$ cat config.mk
export PLATFORM = sky130hd
export DESIGN_NAME = spi_master
export DESIGN_NICKNAME = d
export VERILOG_FILES = /design/src/rtl/spi_master.sv
export SDC_FILE = /design/constraint.sdc
export NUM_CORES = 1
export LEC_CHECK = 0
export CAP_MARGIN = 20
export CORE_UTILIZATION = 59
export DETAILED_ROUTE_END_ITERATION = 6
export PLACE_DENSITY_LB_ADDON = 0.05
export SYNTH_ARGS = -nofsm -noshare
export SYNTH_HDL_FRONTEND = slang
export SYNTH_SLANG_ARGS = --single-unit
$ cat constraint.sdc
create_clock -name clock -period 2.8 [get_ports clock]
set_input_delay 0.42 -clock clock [delete_from_list [all_inputs] [get_ports clock]]
set_output_delay 0.42 -clock clock [all_outputs]
set_load 0.05 [all_outputs]
$ cat src/rtl/spi_master.sv
// SPI master, mode 0 (CPOL=0, CPHA=0), one byte per transfer, MSB first.
// Each phase is timed in sclk half-periods of CLK_DIV system clocks.
module spi_master #(
  parameter int unsigned CLK_DIV   = 4,
  parameter int unsigned DIV_WIDTH = 8
) (
  input  logic       clock,
  input  logic       rst,
  input  logic       start,
  input  logic [7:0] tx_data,
  output logic [7:0] rx_data,
  output logic       busy,
  output logic       done,
  output logic       sclk,
  output logic       mosi,
  input  logic       miso,
  output logic       ce0
);

  typedef enum logic [2:0] {
    IDLE,
    SETUP,
    SHIFT,
    HOLD,
    GAP
  } state_t;

  localparam logic [DIV_WIDTH-1:0] LP_CNT_LAST = DIV_WIDTH'(CLK_DIV - 1);

  state_t               r_state, w_state;
  logic [DIV_WIDTH-1:0] r_cnt, w_cnt;
  logic [3:0]           r_half, w_half;
  logic [7:0]           r_tx_sh, w_tx_sh;
  logic [7:0]           r_rx_sh, w_rx_sh;
  logic [7:0]           r_rx_data, w_rx_data;
  logic                 r_sclk, w_sclk;
  logic                 r_mosi, w_mosi;
  logic                 r_ce0, w_ce0;
  logic                 r_busy, w_busy;
  logic                 r_done, w_done;
  logic                 w_tick;

  assign w_tick = (r_cnt == LP_CNT_LAST);

  always_ff @(posedge clock or posedge rst) begin
    if (rst) begin
      r_state   <= IDLE;
      r_cnt     <= '0;
      r_half    <= '0;
      r_tx_sh   <= '0;
      r_rx_sh   <= '0;
      r_rx_data <= '0;
      r_sclk    <= 1'b0;
      r_mosi    <= 1'b0;
      r_ce0     <= 1'b1;
      r_busy    <= 1'b0;
      r_done    <= 1'b0;
    end else begin
      r_state   <= w_state;
      r_cnt     <= w_cnt;
      r_half    <= w_half;
      r_tx_sh   <= w_tx_sh;
      r_rx_sh   <= w_rx_sh;
      r_rx_data <= w_rx_data;
      r_sclk    <= w_sclk;
      r_mosi    <= w_mosi;
      r_ce0     <= w_ce0;
      r_busy    <= w_busy;
      r_done    <= w_done;
    end
  end

  // Every output is computed here one cycle ahead and then registered, so no
  // input reaches a port combinationally.
  always_comb begin
    w_state   = r_state;
    w_cnt     = '0;
    w_half    = r_half;
    w_tx_sh   = r_tx_sh;
    w_rx_sh   = r_rx_sh;
    w_rx_data = r_rx_data;
    w_sclk    = r_sclk;
    w_mosi    = r_mosi;
    w_ce0     = r_ce0;
    w_busy    = r_busy;
    w_done    = 1'b0;

    if (r_state != IDLE && !w_tick) begin
      w_cnt = r_cnt + 1'b1;
    end

    unique case (r_state)
      IDLE: begin
        if (start) begin
          w_state = SETUP;
          w_tx_sh = tx_data;
          w_rx_sh = '0;
          w_mosi  = tx_data[7];
          w_sclk  = 1'b0;
          w_half  = '0;
          w_ce0   = 1'b0;
          w_busy  = 1'b1;
        end
      end
      SETUP: begin
        if (w_tick) begin
          w_state = SHIFT;
        end
      end
      SHIFT: begin
        // Even half-periods end in a rise (sample), odd ones in a fall (advance).
        if (w_tick) begin
          w_half = r_half + 4'd1;
          if (!r_sclk) begin
            w_sclk  = 1'b1;
            w_rx_sh = {r_rx_sh[6:0], miso};
          end else begin
            w_sclk = 1'b0;
            if (r_half == 4'd15) begin
              w_state = HOLD;
            end else begin
              w_tx_sh = {r_tx_sh[6:0], 1'b0};
              w_mosi  = r_tx_sh[6];
            end
          end
        end
      end
      HOLD: begin
        if (w_tick) begin
          w_state = GAP;
          w_ce0   = 1'b1;
          w_mosi  = 1'b0;
        end
      end
      GAP: begin
        if (w_tick) begin
          w_state   = IDLE;
          w_rx_data = r_rx_sh;
          w_done    = 1'b1;
          w_busy    = 1'b0;
        end
      end
      default: begin
        w_state = IDLE;
      end
    endcase
  end

  assign rx_data = r_rx_data;
  assign busy    = r_busy;
  assign done    = r_done;
  assign sclk    = r_sclk;
  assign mosi    = r_mosi;
  assign ce0     = r_ce0;

endmodule

After elaboration in Yosys (flattened, before gate mapping)
Cells that the tools add are included.

operators by class
  add/subtract/negate cells = 2
  eq/ne operators = 15
  mux-type cells = 37
  reductions and logical operators = 16

operators by type and width
  cell                                                              number
  8-bit 2-to-1 mux                                                  4
  7-bit 2-to-1 mux                                                  4
  3-bit 2-to-1 mux                                                  7
  2-bit != test (second input constant)                             9
  8-bit case mux with 2 select lines                                1
  3-bit case mux with 5 select lines                                1
  7-bit case mux with 2 select lines                                1
  1-bit 2-to-1 mux                                                  12
  3-bit AND reduction                                               3
  8-bit by 1-bit adder with 8-bit output (second input constant)    1
  8-bit by 2-bit == test with 1-bit output (second input constant)  1
  4-bit 2-to-1 mux                                                  2
  4-bit case mux with 2 select lines                                1
  7-bit AND reduction                                               1
  3-bit by 2-bit == test with 1-bit output (second input constant)  2
  1-bit case mux with 2 select lines                                3
  6-bit AND reduction                                               1
  2-bit nonzero test                                                3
  3-bit nonzero test                                                2
  5-bit AND reduction                                               1
  4-bit by 1-bit adder with 4-bit output (second input constant)    1
  4-bit == test (second input constant)                             1
  4-bit AND reduction                                               1
  3-bit by 1-bit == test with 1-bit output (second input constant)  1
  other kinds (6)                                                   6

word-level totals
  bits in registers = 43
  input port bits = 12
  output and inout bits = 13
  word-level logic and storage cells = 81

Depth between registers and ports, before layout
Gate-level depths: netlist (run 1).

  depth after elaboration = 5
  depth in mapped cells = 7
  depth with buffers taken out = 5

Worst setup path before layout (run 1)
OpenSTA, ideal clock, no wires.

  path type = register -> register
  start = reg r_cnt[0]
  end = reg r_mosi, in the netlist mosi
  setup time = 125 ps
  data arrival time = 1781 ps
  data required time = 2675 ps
  path slack = 894 ps
  cell stages (with the launch flop) = 6
  path buffers = 0
  period minus slack after synthesis = 1906 ps
  cell sequence = dfrtp_1 > ha_1 > nor4b_4 > nand2_4 > a2111oi_0 > mux2_2

on the way
  cells in the longest elaborated chain, start to end = 3
  elaborated cells on any way between the ends = 4
  those cells by class = eq/ne (3); reduce/logical (1)

RTL lines
  item                                          line  source
  from (decl)                                   31    logic [DIV_WIDTH-1:0] r_cnt, w_cnt;
  from (signal assigned)                        60    r_cnt <= w_cnt;
  8-bit by 2-bit == test with 1-bit output (*)  43    assign w_tick = (r_cnt == LP_CNT_LAST);
  2-bit != test (no source line)                -
  6-bit AND reduction (no source line) (*)      -
  to (signal assigned)                          66    r_mosi <= w_mosi;
  to (decl)                                     37    logic r_mosi, w_mosi;

Every way passes the cells marked *; elsewhere a longest branch is shown, timed or not.
A chain may end at the register's enable or synchronous reset.

Worst setup path after layout (run 1)
Same ends and word-level chain as after synthesis.

==> impl_metrics.toml, run 1 <==
[global_routing]
grt_pass1_vias = 1371
grt_use_total = 0.238
grt_antenna_before_repair = 0
grt_max_degree = 44
globalRouteOverflowTotal = 0
grt_pass1_wl_mm = 6.33

[power]
finalPower_mw = 2.00
vdd_ir_drop_max_v = 0.000532
power_density_nw_per_um2 = 835
p_leak_nw = 1.04

[finish]
antenna_cells_inserted = 0
register_area_sq_um = 1080
fin_nets = 220
area_delta_synth_final_pct = 15.2
layout-drive-gt1-share = 0.208
final_util = 0.711
fill_cells = 275
multi_input_area_sq_um = 900

[sta]
hold_fails_final_rpt = 0
max-slew-margin-rel = 0.576
fmax_mhz = 451
fin_crit_ns = 2.22
tightestPinTransition_ns = 0.637
slew_violations = 0
setup-violations-final = 0
setup_ws_ns = 0.581
period_share = 0.793
fin_worst_skew_ns = 0.0120
fin_setup_tns_ns = 0
rsz0062_at_grt = "no"

[clocking]
tritoncts_num_sinks = 43
clk_pin_slew_ns = 0.13
numCtsBuffers = 5
root_buffer = "clkbuf_4"
post_cts_resized = 0
cts_tree = "built"
cts_setup_buffers = 0
post_cts_hold_buffer_count = 0
worst_skew_pair.late_latency_ns = 0.36
clock_tree.htree_level_count = 2
cts_max_path_buffers = 2

[job]
drv_cap = 0

[route]
detail_route.iter0.violations = 127
highest_layer = "met4"
detailroute.wirelength.met3_microns = 134
routed_via_density = 5.51
routed-via-count = 1394
detailed_route_wirelength_on_metal2_mm = 1.83
drc = 0
detail_route.wirelength_mm = 3.72
ant_nets = 0
met1Wirelength_mm = 1.71
first_pass_iters = 4
wire_per_inst_microns = 14.7

[yosys]
synthDominantAreaCellType = "dfrtp_1"
async_reset_ff_frac = 1.00
synth_commonest_cells = "dfrtp_1, mux2_2, nand2_1"
synth-edff-count = 0
yosysWarningCount = 0
yosys.cell_count.top_type = "dfrtp_1"
synth_area_sq_um = 2080
postSynthAreaPerCell_sq_um = 11.5
yosysSeqAreaShare = 0.519
ys_seq_elements = 43
ys_top_cells_by_area = "dfrtp_1, mux2_2, mux2i_1, nand2_1, inv_1"
synth_top_area_frac = 0.506
synthFlopType = "dfrtp_1"
synthesis.instances = 181
synth_nets = 195
synth.lib_cells_used.distinct = 44

[placement]
hpwl_after_detailed_placement_mm = 2.60
portBuffers = 24
dpl_worst_slack_ns = 0.482
place_congestion = 0.768

[worst_setup_path]
critical_path_required_ns = 3.06
regToRegStartpoint = "r_cnt[0]"
timing.critical_path.from_type = "register"
crit_path_max_fanout = 8
cp-startpoint = "r_cnt[0]"
crit_arrival_ns = 2.48
worst-setup-path-type = "register to register"
critical_path.endpoint_type = "register"

[die]
initial_utilization = 0.618
die_height_microns = 61.3
fp-row-count = 21
placeableCoreArea_sq_um = 3360
io-pin-count = 25
fp.dieW_microns = 61.3
fp.dieArea_sq_um = 3760

[worst_hold_path]
hold_path_class = "primary input to asynchronous set/reset pin"

[outcome]
run_status = "finished, final reports clean"
## final cells by class
cell class              instances  area share
multi-input cells             116       0.376
repair buffers                 25       0.104
well taps                      46      0.0241
clock buffers                   6      0.0173
inverters                      15      0.0235
flip-flops and latches         43       0.450
clock inverters                 2     0.00523
## cells in the final DEF (no fill, tap or decap), types with 3 or more instances in the layout
cell type        count
mux2i_1             10
clkbuf_4             5
a21oi_1              4
nand3_1              9
nor2_1              13
xor2_1               6
inv_1               15
clkdlybuf4s50_1     24
nand2_1             16
o21ai_0              3
mux2_2              22
dfrtp_1             42
## logic make-up after synthesis
family                   count (synthesis)  share of synthesized area
buffers and inverters                   22                     0.0482
AND/OR/NAND/NOR                         56                      0.149
XOR/XNOR                                 7                     0.0295
AO/OA/AOI/OAI                           19                     0.0753
adder cells (fa/ha/maj)                  2                     0.0120
flip-flops                              43                      0.519
multiplexers                            32                      0.167
## state kept, by name (all words and copies together), names as in the netlist
signal   count
r_cnt        8
r_rx_sh      8
rx_data      8
sclk         1
r_half       4
r_tx_sh      7
ce0          1
mosi         1
done         1
r_state      3
busy         1
## routing by layer
metal  global-route usage  vias to the layer above
li1                     -                      669
met1                0.304                      693
met2                0.391                       26
met3               0.0672                        6
met4               0.0857                        0
met5                    0                        -
## metrics by stage
stage | cell area [sq um] | hold slack, ns | cells
finish | 2390 | 0.481 | 253
global route | 2390 | 0.518 | 253
CTS | 2390 | 0.511 | 253
detailed placement | 2340 | 0.468 | 245
global placement | 2340 | 0.464 | 245
floorplan | 2080 | 0.469 | 181
## critical path, stage by stage, from the launching register on
cell and delay, ns:
dfrtp_1 0.43, ha_1 0.26, nor4b_4 0.38, nand2_4 0.15, a2111oi_0 0.50, mux2_2 0.39
## power by group
part           switching, mW  total (mW)  leakage (nW)  internal [mW]
sequential             0.147       0.908         0.565          0.761
clock                  0.204       0.301        0.0282         0.0971
combinational          0.433       0.789         0.450          0.355
total                  0.784        2.00          1.04           1.21
## worst paths after layout
path,endpoint,slack [ns],cells past startpoint
worst max-delay path,mosi,0.58,5
worst min-delay path,done,0.48,3
worst max register to register,mosi,0.58,5
worst min register to register,busy,0.51,1
max in group asynchronous,busy,1.93,3
min in group clock,busy,0.51,1
Power figures use the tool's default switching activity.
==> run 2, diff against run 1 <==
--- a/config.mk
+++ b/config.mk
@@ -6,7 +6,7 @@
 export NUM_CORES = 1
 export LEC_CHECK = 0
 export CAP_MARGIN = 20
-export CORE_UTILIZATION = 59
+export CORE_UTILIZATION = 55
 export DETAILED_ROUTE_END_ITERATION = 6
 export PLACE_DENSITY_LB_ADDON = 0.05
 export SYNTH_ARGS = -nofsm -noshare
==> constraint.sdc (replaced) <==
create_clock -name clock -period 2.1 [get_ports clock]
set_input_delay 0.315 -clock clock [delete_from_list [all_inputs] [get_ports clock]]
set_output_delay 0.315 -clock clock [all_outputs]
set_load 0.05 [all_outputs]
==> run 2 against run 1 <==
Compared with the run above: hold slack worse by 0.010 ns; die area is 7.0% higher; worst setup slack worse by 0.45 ns; clock power is 68% higher; final cell count is 3.6% higher; first-iteration DRC count is 3.9% higher; wire length is 3.4% higher; clock skew is 0.0073 ns lower; maximum frequency is 13% higher; largest power group is now combinational logic.
==> impl_metrics.toml, run 2 (synthesis gave the netlist of run 1 again) <==
[outcome]
run_status = "finished, final reports clean"

[finish]
area_delta_synth_final_pct = 20.6
fin_nets = 229
fin_area_sq_um = 2500
instances_no_fill = 262
mostFrequentLayoutCell = "dfrtp_1"
antenna_cells_inserted = 0
layout-drive-gt1-share = 0.241
fill_cells = 252
mostFrequentLayoutCells = "dfrtp_1, clkdlybuf4s50_1, mux2_2"

[route]
detailed_route_wirelength_on_metal2_mm = 1.91
first_pass_iters = 4
detail_route.wirelength_mm = 3.85
detail_route.iter0.violations = 132
routed-via-count = 1409
detailroute.wirelength.met3_microns = 179
wire_per_inst_microns = 14.7
ant_nets = 0
drc = 0
highest_layer = "met4"
routed_via_density = 5.38
met1Wirelength_mm = 1.72

[power]
p_leak_nw = 1.11
vdd_ir_drop_max_v = 0.000803
power_frac_seq = 0.407
intPower_mw = 1.83
combinationalPowerShare = 0.420
total_switching_power_mw = 1.10
sw_ratio = 0.374
power_density_nw_per_um2 = 1170
finalPower_mw = 2.93
clock_power_share = 0.173

[clocking]
cts_tree = "built"
root_buffer = "clkbuf_8"
clk_pin_slew_ns = 0.08
cts_max_path_buffers = 2
cts_setup_buffers = 0
post_cts_resized = 0
numCtsBuffers = 5
clock_tree.htree_level_count = 2
worst_skew_pair.late_latency_ns = 0.29
post_cts_hold_buffer_count = 0
tritoncts_num_sinks = 43

[die]
fp.dieW_microns = 63.5
fp.dieArea_sq_um = 4030
io-pin-count = 25
fp-row-count = 21
placeableCoreArea_sq_um = 3470
initial_utilization = 0.599
die_height_microns = 63.5

[worst_setup_path]
crit_arrival_ns = 2.19
crit_path_max_fanout = 8
critical_path.endpoint_type = "register"
critical_path_required_ns = 2.32
crit_slowest_cell = "dfrtp_1"
critical_path.cell_chain = "ha_1 > nor4b_4 > nand2_4 > buf_4 > a221oi_4 > buf_12 > mux2i_1"
worst-setup-path-type = "register to register"
critical_path.max_stage_delay_ns = 0.41
timing.critical_path.from_type = "register"

[placement]
portBuffers = 24
detailed_place.area_sq_um = 2420
hpwl_after_detailed_placement_mm = 2.78
dpl_worst_slack_ns = -0.0123
cells_after_dpl = 254
place_congestion = 0.916

[global_routing]
globalRouteOverflowTotal = 0
grt_max_degree = 44
grt_antenna_before_repair = 0
grt_use_total = 0.215
grt_pass1_wl_mm = 6.58
grt_pass1_vias = 1467

[sta]
fmax_mhz = 507
period_share = 0.939
max-slew-margin-rel = 0.640
hold_ws_ns = 0.471
hold_fails_final_rpt = 0
tightestPinTransition_ns = 0.541
fin_crit_ns = 1.97
setup-violations-final = 0
slew_violations = 0
setup_ws_ns = 0.128
fin_worst_skew_ns = 0.00474
rsz0062_at_grt = "no"

[worst_hold_path]
hold_path_class = "primary input to asynchronous set/reset pin"

[job]
drv_cap = 0
run 2: critical path, delay by kind of cell, from the launching register on:
kind	cells	cell delay, ns
AO/OA/AOI/OAI	1	0.34
buffers and inverters	2	0.35
flip-flops	1	0.41
adder cells (fa/ha/maj)	1	0.20
multiplexers	1	0.19
AND/OR/NAND/NOR	2	0.40
run 2: area by class of cell:
| class | instances | area (sq um) | share of cell area |
|---|---|---|---|
| Sequential cell | 43 | 1080 | 0.430 |
| Clock buffer | 6 | 72.6 | 0.0290 |
| Inverter | 15 | 56.3 | 0.0225 |
| Multi-Input combinational cell | 116 | 901 | 0.360 |
| Tap cell | 46 | 57.6 | 0.0230 |
| Timing Repair Buffer | 34 | 328 | 0.131 |
| Clock inverter | 2 | 12.5 | 0.00500 |
run 2: routing by layer:
| metal | vias to the layer above | track usage |
|---|---|---|
| li1 | 681 | - |
| met1 | 692 | 0.263 |
| met2 | 32 | 0.367 |
| met3 | 4 | 0.0453 |
| met5 | - | 0 |
| met4 | 0 | 0.0881 |
run 2: final timing paths:
kind                          start  depth (start not counted)  slack, ns    endpoint
max in group asynchronous       rst                          3       1.23         ce0
min reg2reg                    busy                          1       0.51        busy
min in group clock             busy                          1       0.51        busy
max                        r_cnt[0]                          7       0.13  r_rx_sh[2]
min                             rst                          3       0.47    r_cnt[2]
max reg2reg                r_cnt[0]                          7       0.13  r_rx_sh[2]
run 2: through the flow:
step | utilization | TNS [ns]
3_5_place_dp | 0.697 | -0.0413
2_1_floorplan | - | 0
6_report | 0.722 | 0
4_1_cts | 0.722 | 0
3_3_place_gp | 0.697 | 0
5_1_grt | 0.722 | 0
run 2: power groups by stage:
stage / clock network [mW] / registers [mW] / logic, mW
6_report: 0.507 / 1.19 / 1.23
5_1_grt: 0.545 / 1.22 / 1.34
4_1_cts: 0.520 / 1.19 / 1.24
3_5_place_dp: 0 / 1.20 / 1.23
3_3_place_gp: 0 / 1.19 / 1.19
2_1_floorplan: 0 / 1.23 / 0.846
==> run 3, diff against run 2 <==
--- a/config.mk
+++ b/config.mk
@@ -6,9 +6,12 @@
 export NUM_CORES = 1
 export LEC_CHECK = 0
 export CAP_MARGIN = 20
+export CORE_MARGIN = 5
 export CORE_UTILIZATION = 55
+export CTS_CLUSTER_DIAMETER = 200
 export DETAILED_ROUTE_END_ITERATION = 6
 export PLACE_DENSITY_LB_ADDON = 0.05
+export SETUP_SLACK_MARGIN = 0.3
 export SYNTH_ARGS = -nofsm -noshare
 export SYNTH_HDL_FRONTEND = slang
 export SYNTH_SLANG_ARGS = --single-unit
==> run 3 against run 2 <==
Compared with the run above: first-iteration DRC count fell by 3.0%; critical path depth shrank 1; maximum frequency up 8.0%; clock skew is 0.0011 ns higher; clock power increased by 1%; cell area increased by 14%; combinational power grew 34%; register-to-register slack better by 0.15 ns; via count is 12% higher; worst setup slack improved by 0.15 ns; count of clock-buffer cells in the layout unchanged; critical path type unchanged.
==> impl_metrics.toml, run 3 (synthesis gave the netlist of run 1 again) <==
[clocking]
post_cts_hold_buffer_count = 0
cts_max_path_buffers = 2
cts_tree = "built"
worst_skew_pair.late_latency_ns = 0.30
numCtsBuffers = 5
tritoncts_num_sinks = 43
clock_tree.htree_level_count = 2
root_buffer = "clkbuf_8"
clk_pin_slew_ns = 0.08

[outcome]
run_status = "finished, final reports clean"

[route]
first_pass_iters = 4
detail_route.wirelength_mm = 4.81
detail_route.iter0.violations = 128
routed-via-count = 1573
ant_nets = 0
drc = 0
wire_per_inst_microns = 16.9
routed_via_density = 5.52

[placement]
portBuffers = 24
place_congestion = 0.871
hpwl_after_detailed_placement_mm = 2.75

[sta]
hold_fails_final_rpt = 0
hold_ws_ns = 0.452
fin_crit_ns = 1.83
rsz0062_at_grt = "yes"
slew_violations = 0
max-slew-margin-rel = 0.640
tightestPinTransition_ns = 0.540
fin_worst_skew_ns = 0.00580
setup-violations-final = 0
fmax_mhz = 547
period_share = 0.870

[die]
io-pin-count = 25
die_height_microns = 71.5
fp-row-count = 22
initial_utilization = 0.567
fp.dieArea_sq_um = 5110
placeableCoreArea_sq_um = 3660
fp.dieW_microns = 71.5

[worst_setup_path]
critical_path.endpoint_type = "register"
crit_slowest_cell = "dfrtp_1"
crit_arrival_ns = 2.01
worst-setup-path-type = "register to register"
critical_path.max_stage_delay_ns = 0.41
crit_path_max_fanout = 7
critical-path-top-delay-family = "flip-flops"
critical_path_required_ns = 2.28
timing.critical_path.from_type = "register"
cp.buffers_inverters = 1
critical_path.cell_chain = "ha_4 > nor4b_4 > buf_6 > nand3_2 > a21boi_4 > mux2_2"

[finish]
antenna_cells_inserted = 0
fin_nets = 250
area_delta_synth_final_pct = 37.2
layout-drive-gt1-share = 0.350
mostFrequentLayoutCells = "dfrtp_1, buf_4, nand2_1"
fill_cells = 230
final_util = 0.778
mostFrequentLayoutCell = "dfrtp_1"

[power]
power_density_nw_per_um2 = 1190
p_leak_nw = 1.42
vdd_ir_drop_max_v = 0.000637

[job]
drv_cap = 0

[global_routing]
grt_max_degree = 44
grt_pass1_vias = 1636
grt_antenna_before_repair = 0
globalRouteOverflowTotal = 0
grt_use_total = 0.187
grt_pass1_wl_mm = 7.39

[worst_hold_path]
hold_path_class = "primary input to asynchronous set/reset pin"
run 3: path summary, 6_finish.rpt:
check | cells after the start | slack [ns] | endpoint | from
min | 3 | 0.45 | r_cnt[0] | rst
max | 6 | 0.27 | r_tx_sh[2] | r_cnt[0]
min in group clock | 1 | 0.49 | busy | busy
max reg2reg | 6 | 0.27 | r_tx_sh[2] | r_cnt[0]
max in group asynchronous | 3 | 1.25 | r_state[0] | rst
min reg2reg | 1 | 0.49 | busy | busy
run 3: repair_timing:
item,4_1_cts,5_1_grt
resized for setup,14,25
setup buffers,11,11
pin swaps,5,4
gates cloned,0,1
endpoints found under the setup margin,28,28
hold endpoints to repair,0,0
run 3: layout make-up:
class,instances,area (sq um),area share
Clock buffer,6,72.6,0.0255
Clock inverter,2,12.5,0.00439
Inverter,15,56.3,0.0198
Multi-Input combinational cell,117,1030,0.360
Sequential cell,43,1080,0.379
Tap cell,48,60.1,0.0211
Timing Repair Buffer,54,541,0.190
run 3: where the power goes:
| part | switching, mW | internal [mW] |
|---|---|---|
| Combinational | 0.797 | 0.852 |
| Clock | 0.281 | 0.232 |
| Sequential | 0.212 | 1.02 |
| Total | 1.29 | 2.11 |
run 3: worst min-delay path, delay by kind of cell:
family | cells | cell delay (ns)
buffers and inverters | 3 | 0.89
run 3: through the flow:
step	TNS, ns	instance area, sq um	worst slack, ns	cells	total power [mW]
after global routing	0	2850	0.204	285	3.60
after detailed placement	-0.00417	2420	-0.00314	254	2.42
final	0	2850	0.273	285	3.40
after global placement	0	2420	0.0201	254	2.38
after CTS	0	2660	0.280	273	3.10
after floorplan	0	2100	0.269	181	2.11
run 3: layer usage:
metal / vias to the layer above / part of all wire / global-route usage
met4: 0 / 0.020 / 0.0772
met5: - / 0 / 0
met1: 790 / 0.40 / 0.224
met3: 13 / 0.038 / 0.0491
met2: 43 / 0.54 / 0.316
li1: 727 / - / -
==> patch 1 (flow settings as in run 1) <==
Set the parameter `DIV_WIDTH` to 10 (it was 8).
--- a/src/rtl/spi_master.sv
+++ b/src/rtl/spi_master.sv
@@ -2,7 +2,7 @@
 // Each phase is timed in sclk half-periods of CLK_DIV system clocks.
 module spi_master #(
   parameter int unsigned CLK_DIV   = 4,
-  parameter int unsigned DIV_WIDTH = 8
+  parameter int unsigned DIV_WIDTH = 10
 ) (
   input  logic       clock,
   input  logic       rst,
Behaviour: no difference found for any inputs over 10 cycles, from zero or initial values and one cycle with rst high; that may be too few to reach the edited logic, so the function may still have changed.
==> patch 1 against run 1 <==
Routed wire length is 11% higher. Critical path depth is the same. Sequential share of layout area is 0.086 points higher. Area after synthesis rose by 3.1%. Sequential cell count is 2 higher. Setup slack worse by 130 ps. Maximum frequency is 5.5% lower. Cell area increased by 4.4%. Critical endpoint is now rx_data[4]. Largest cell class unchanged. Highest routed layer unchanged.
Power is not compared: it rests on default switching activity, and its combinational part moved more than twofold at a synthesized area within 25%.
==> patch 1: results (changes against run 1) <==
metric,value,unit,change
grtUsageTotal,0.242,,was 0.238
synth_common_cells,"44 x dfrtp_1, 19 x nor2_1, 13 x nand2_1, 11 x nand3_1",,"was 42 x dfrtp_1, 22 x mux2_2, 16 x nand2_1, 15 x inv_1, 13 x nor2_1"
grt_max_degree,46,,was 44
final.fill_count,249,,was 275
synth_compound_area_frac,0.109,,was 0.0753
vias,1569,,was 1394
dp_hpwl,2920,um,was 2600 um
whs,480,ps,was 481 ps
fmax,426,MHz,was 451 MHz
wl_per_cell,15.7,um,was 14.7 um
skew,14.4,ps,was 12.0 ps
place_area,2410,um2,was 2340 um2
reg2reg_slack,450,ps,was 580 ps
yosys-top-cells-area,"dfrtp_1 51%, mux2_4 5.6%, nor2_1 3.3%, a22o_1 3.3%, mux2i_1 3.3%",,"was dfrtp_1 51%, mux2_2 12%, mux2i_1 4.8%, nand2_1 2.9%, inv_1 2.7%"
syn_inst,194,,was 181
hold_class,reg -> reg,,was in -> async
post-place-cells,256,,was 245
slew_headroom,0.627,,was 0.576
nets,232,,was 220
grtUsageMet1,0.310,,was 0.304
use_met3,0.0331,,was 0.0672
grt_pass1_wl,7370,um,was 6330 um
yosysUniqueCellTypes,38,,was 44
synth_mux_area_frac,0.0888,,was 0.167
slowest_stage,or4b_1,,was a2111oi_0
use_met2,0.431,,was 0.391
synth_fp_nets,208,,was 195
area_delta_synth_final,16.6,%,was 15.2%
met1_length,1770,um,was 1710 um
synth-adder-area-share,0.0117,,was 0.0120
crit_path_max_incr_delay,770,ps,was 500 ps
instances_no_fill,265,,was 253
dr.pass1.iters,4,,unchanged
layout-drive-gt1-share,0.114,,was 0.208
p_leak,1.11,nW,
yosysSeqAreaShare,0.526,,was 0.519
synth_xor_area_frac,0.0368,,was 0.0295
grt_pass1_vias,1550,,was 1371
critPathCapture,rx_data[4],,was mosi
route.met2.wl,2200,um,was 1830 um
crit_arrival,2610,ps,was 2480 ps
outcome,"complete, no violations",,unchanged
crit_fanout,10,,was 8
drtIter0Drc,99,,was 127
gp_congestion,0.813,,was 0.768
-- patch 1: cell count changes after synthesis, sizes merged, moves of 6 or more --
cell,change
inv,-10
clkbuf,+6
a22o,+7
o211ai,+6
mux2,-14
-- patch 1: where the power goes --
group	internal, mW	switching (mW)
logic	0.0457	0.0551
clock network	0.190	0.208
registers	0.665	0.0107
total	0.901	0.274
-- patch 1: area by class of cell --
cell class              instances  area (um2)  area share
well taps                      46        57.6      0.0230
clock inverters                 2        38.8      0.0155
repair buffers                 28         268       0.107
clock buffers                   6        41.3      0.0165
multi-input cells             133         947       0.379
inverters                       5        18.8     0.00751
flip-flops and latches         45        1130       0.451
-- patch 1: kinds of logic (layout without fill, tap and decap cells) --
kind of cell             Yosys count  after routing
AO/OA/AOI/OAI                     32             32
XOR/XNOR                           9              9
adder cells (fa/ha/maj)            2              2
buffers and inverters             16             41
flip-flops                        45             45
multiplexers                      15             15
AND/OR/NAND/NOR                   75             75
==> patch 2 (config.mk and constraints of run 1) <==
Made on the original files. Remove the register `r_done`: a continuous assignment takes its place, so the output `done` follows one clock earlier.
--- a/src/rtl/spi_master.sv
+++ b/src/rtl/spi_master.sv
@@ -54,7 +54,6 @@
       r_mosi    <= 1'b0;
       r_ce0     <= 1'b1;
       r_busy    <= 1'b0;
-      r_done    <= 1'b0;
     end else begin
       r_state   <= w_state;
       r_cnt     <= w_cnt;
@@ -66,9 +65,10 @@
       r_mosi    <= w_mosi;
       r_ce0     <= w_ce0;
       r_busy    <= w_busy;
-      r_done    <= w_done;
     end
   end
+
+  assign r_done = w_done;
 
   // Every output is computed here one cycle ahead and then registered, so no
   // input reaches a port combinationally.
Formal check against the unedited RTL: same outputs for any inputs over 10 cycles, from zero or initial values and one cycle with rst high; that may be too few to reach the edited logic, so the function may still have changed.
==> patch 2 against run 1 <==
Largest power group unchanged. Cell area down 1.1%. Total power up 1.7%. Critical path depth up 1. Area after synthesis down 2.9%. Combinational power down 4.8%. Hold slack better by 10 ps. Via count up 3.7%. Routed wire length up 4.8%. Count of clock-buffer cells in the layout up 1. Synthesized cell count down 4.4%. Clock power up 35%. Cell count down 3.6%. Sequential cell count down 1. Setup slack worse by 320 ps.
==> patch 2: results (changes against run 1) <==
metric,value,unit,change
worstRegToRegCells,5,,unchanged
slew_headroom,0.622,,was 0.576
fin_area,2370,um2,was 2390 um2
nets,213,,was 220
n_all_inverters,7,,was 15
wl_per_cell,16.0,um,was 14.7 um
grt_max_degree,43,,was 44
synth_xor_area_frac,0.0304,,was 0.0295
drtIter0Drc,69,,was 127
powerClk,405,uW,was 301 uW
synth_compound_area_frac,0.144,,was 0.0753
combPwrFrac,0.370,,was 0.395
vdd_drop_max,0.581,mV,was 0.532 mV
via_per_inst,5.92,,was 5.51
crit_path_max_incr_delay,420,ps,was 500 ps
clk_share,0.0360,,was 0.0225
grt_pass1_vias,1406,,was 1371
crit_fanout,9,,was 8
ys_ff_latch,42,,was 43
power.share.clock,0.199,,was 0.151
synth_mux_area_frac,0.117,,was 0.167
grtUsageTotal,0.251,,was 0.238
skew,8.15,ps,was 12.0 ps
yosys-top-cells-area,"dfrtp_1 51%, mux2_2 11%, a22o_1 3.5%, o21ai_0 3.0%, nor2_1 2.6%",,"was dfrtp_1 51%, mux2_2 12%, mux2i_1 4.8%, nand2_1 2.9%, inv_1 2.7%"
outcome,"complete, no violations",,unchanged
slowest_stage,dfrtp_1,,was a2111oi_0
whs,491,ps,was 481 ps
buffer_area_frac,0.109,,was 0.104
synth_fp_nets,187,,was 195
synth_common_cells,"41 x dfrtp_1, 20 x mux2_2, 14 x nor2_1, 12 x o21ai_0, 9 x nand3_1",,"was 42 x dfrtp_1, 22 x mux2_2, 16 x nand2_1, 15 x inv_1, 13 x nor2_1"
regArea,1050,um2,was 1080 um2
crit_arrival,2120,ps,was 2480 ps
multiInputGateArea,890,um2,was 900 um2
grt_pass1_wl,6670,um,was 6330 um
yosysWarnings,0,,unchanged
multi_input_gates,118,,was 116
gp_congestion,0.880,,was 0.768
yosysSeqAreaShare,0.522,,was 0.519
synth-adder-area-share,0.0124,,was 0.0120
place_area,2280,um2,was 2340 um2
clock_buffers,7,,was 6
layout-drive-gt1-share,0.200,,was 0.208
reg2reg_slack,770,ps,was 580 ps
power_switching_share,0.379,,was 0.393
p_leak,1.04,nW,about the same
dp_hpwl,2750,um,was 2600 um
-- patch 2: cell types whose count changed in the layout (fill, tap and decap cells not counted), moves of 7 or more --
cell,change
mux2i_1,-9
nand2_1,-8
inv_1,-8
o21ai_0,+9
a22o_1,+7
-- patch 2: worst max path at each step --
stage                     slack [ps]  depth (start not counted)          to     start
after floorplan                  740                          6        done  r_cnt[0]
after global placement           610                          5  r_tx_sh[6]     start
after detailed placement         530                          5  r_tx_sh[1]     start
after CTS                        150                          6        done  r_cnt[0]
after global routing              90                          6        done  r_cnt[0]
final                            260                          6        done  r_cnt[0]
-- patch 2: layer usage --
| layer | GRT usage | part of all wire | vias to the layer above |
|---|---|---|---|
| li1 | - | - | 669 |
| met1 | 0.346 | 0.45 | 721 |
| met2 | 0.383 | 0.48 | 44 |
| met3 | 0.0682 | 0.044 | 11 |
| met4 | 0.0942 | 0.021 | 0 |
| met5 | 0 | 0 | - |
-- patch 2: logic make-up (layout without fill, tap and decap cells) --
group           Yosys count  after routing
simple gates             49             49
flops                    42             42
compound gates           39             39
mux                      21             21
buf+inv                  13             40
xor+xnor                  7              7
fa+ha+maj                 2              2
-- patch 2: metrics by stage --
| step | utilization | instances | setup WS [ps] |
|---|---|---|---|
| after floorplan | - | 173 | 743 |
| after global placement | 0.723 | 236 | 607 |
| after detailed placement | 0.723 | 236 | 529 |
| after CTS | 0.750 | 244 | 149 |
| after global routing | 0.750 | 244 | 91.2 |
| final | 0.750 | 244 | 257 |
-- patch 2: what timing repair did --
action,4_1_cts,5_1_grt
hold buffers,0,0
resized for setup,0,1
endpoints found under the setup margin,0,1
-- patch 2: worst reg2reg max path, cell delays in order (launching register included) --
cell and delay (ps):
dfrtp_1 420, ha_1 260, nor4b_4 310, nand2_2 210
a2111oi_2 350, mux2_2 370
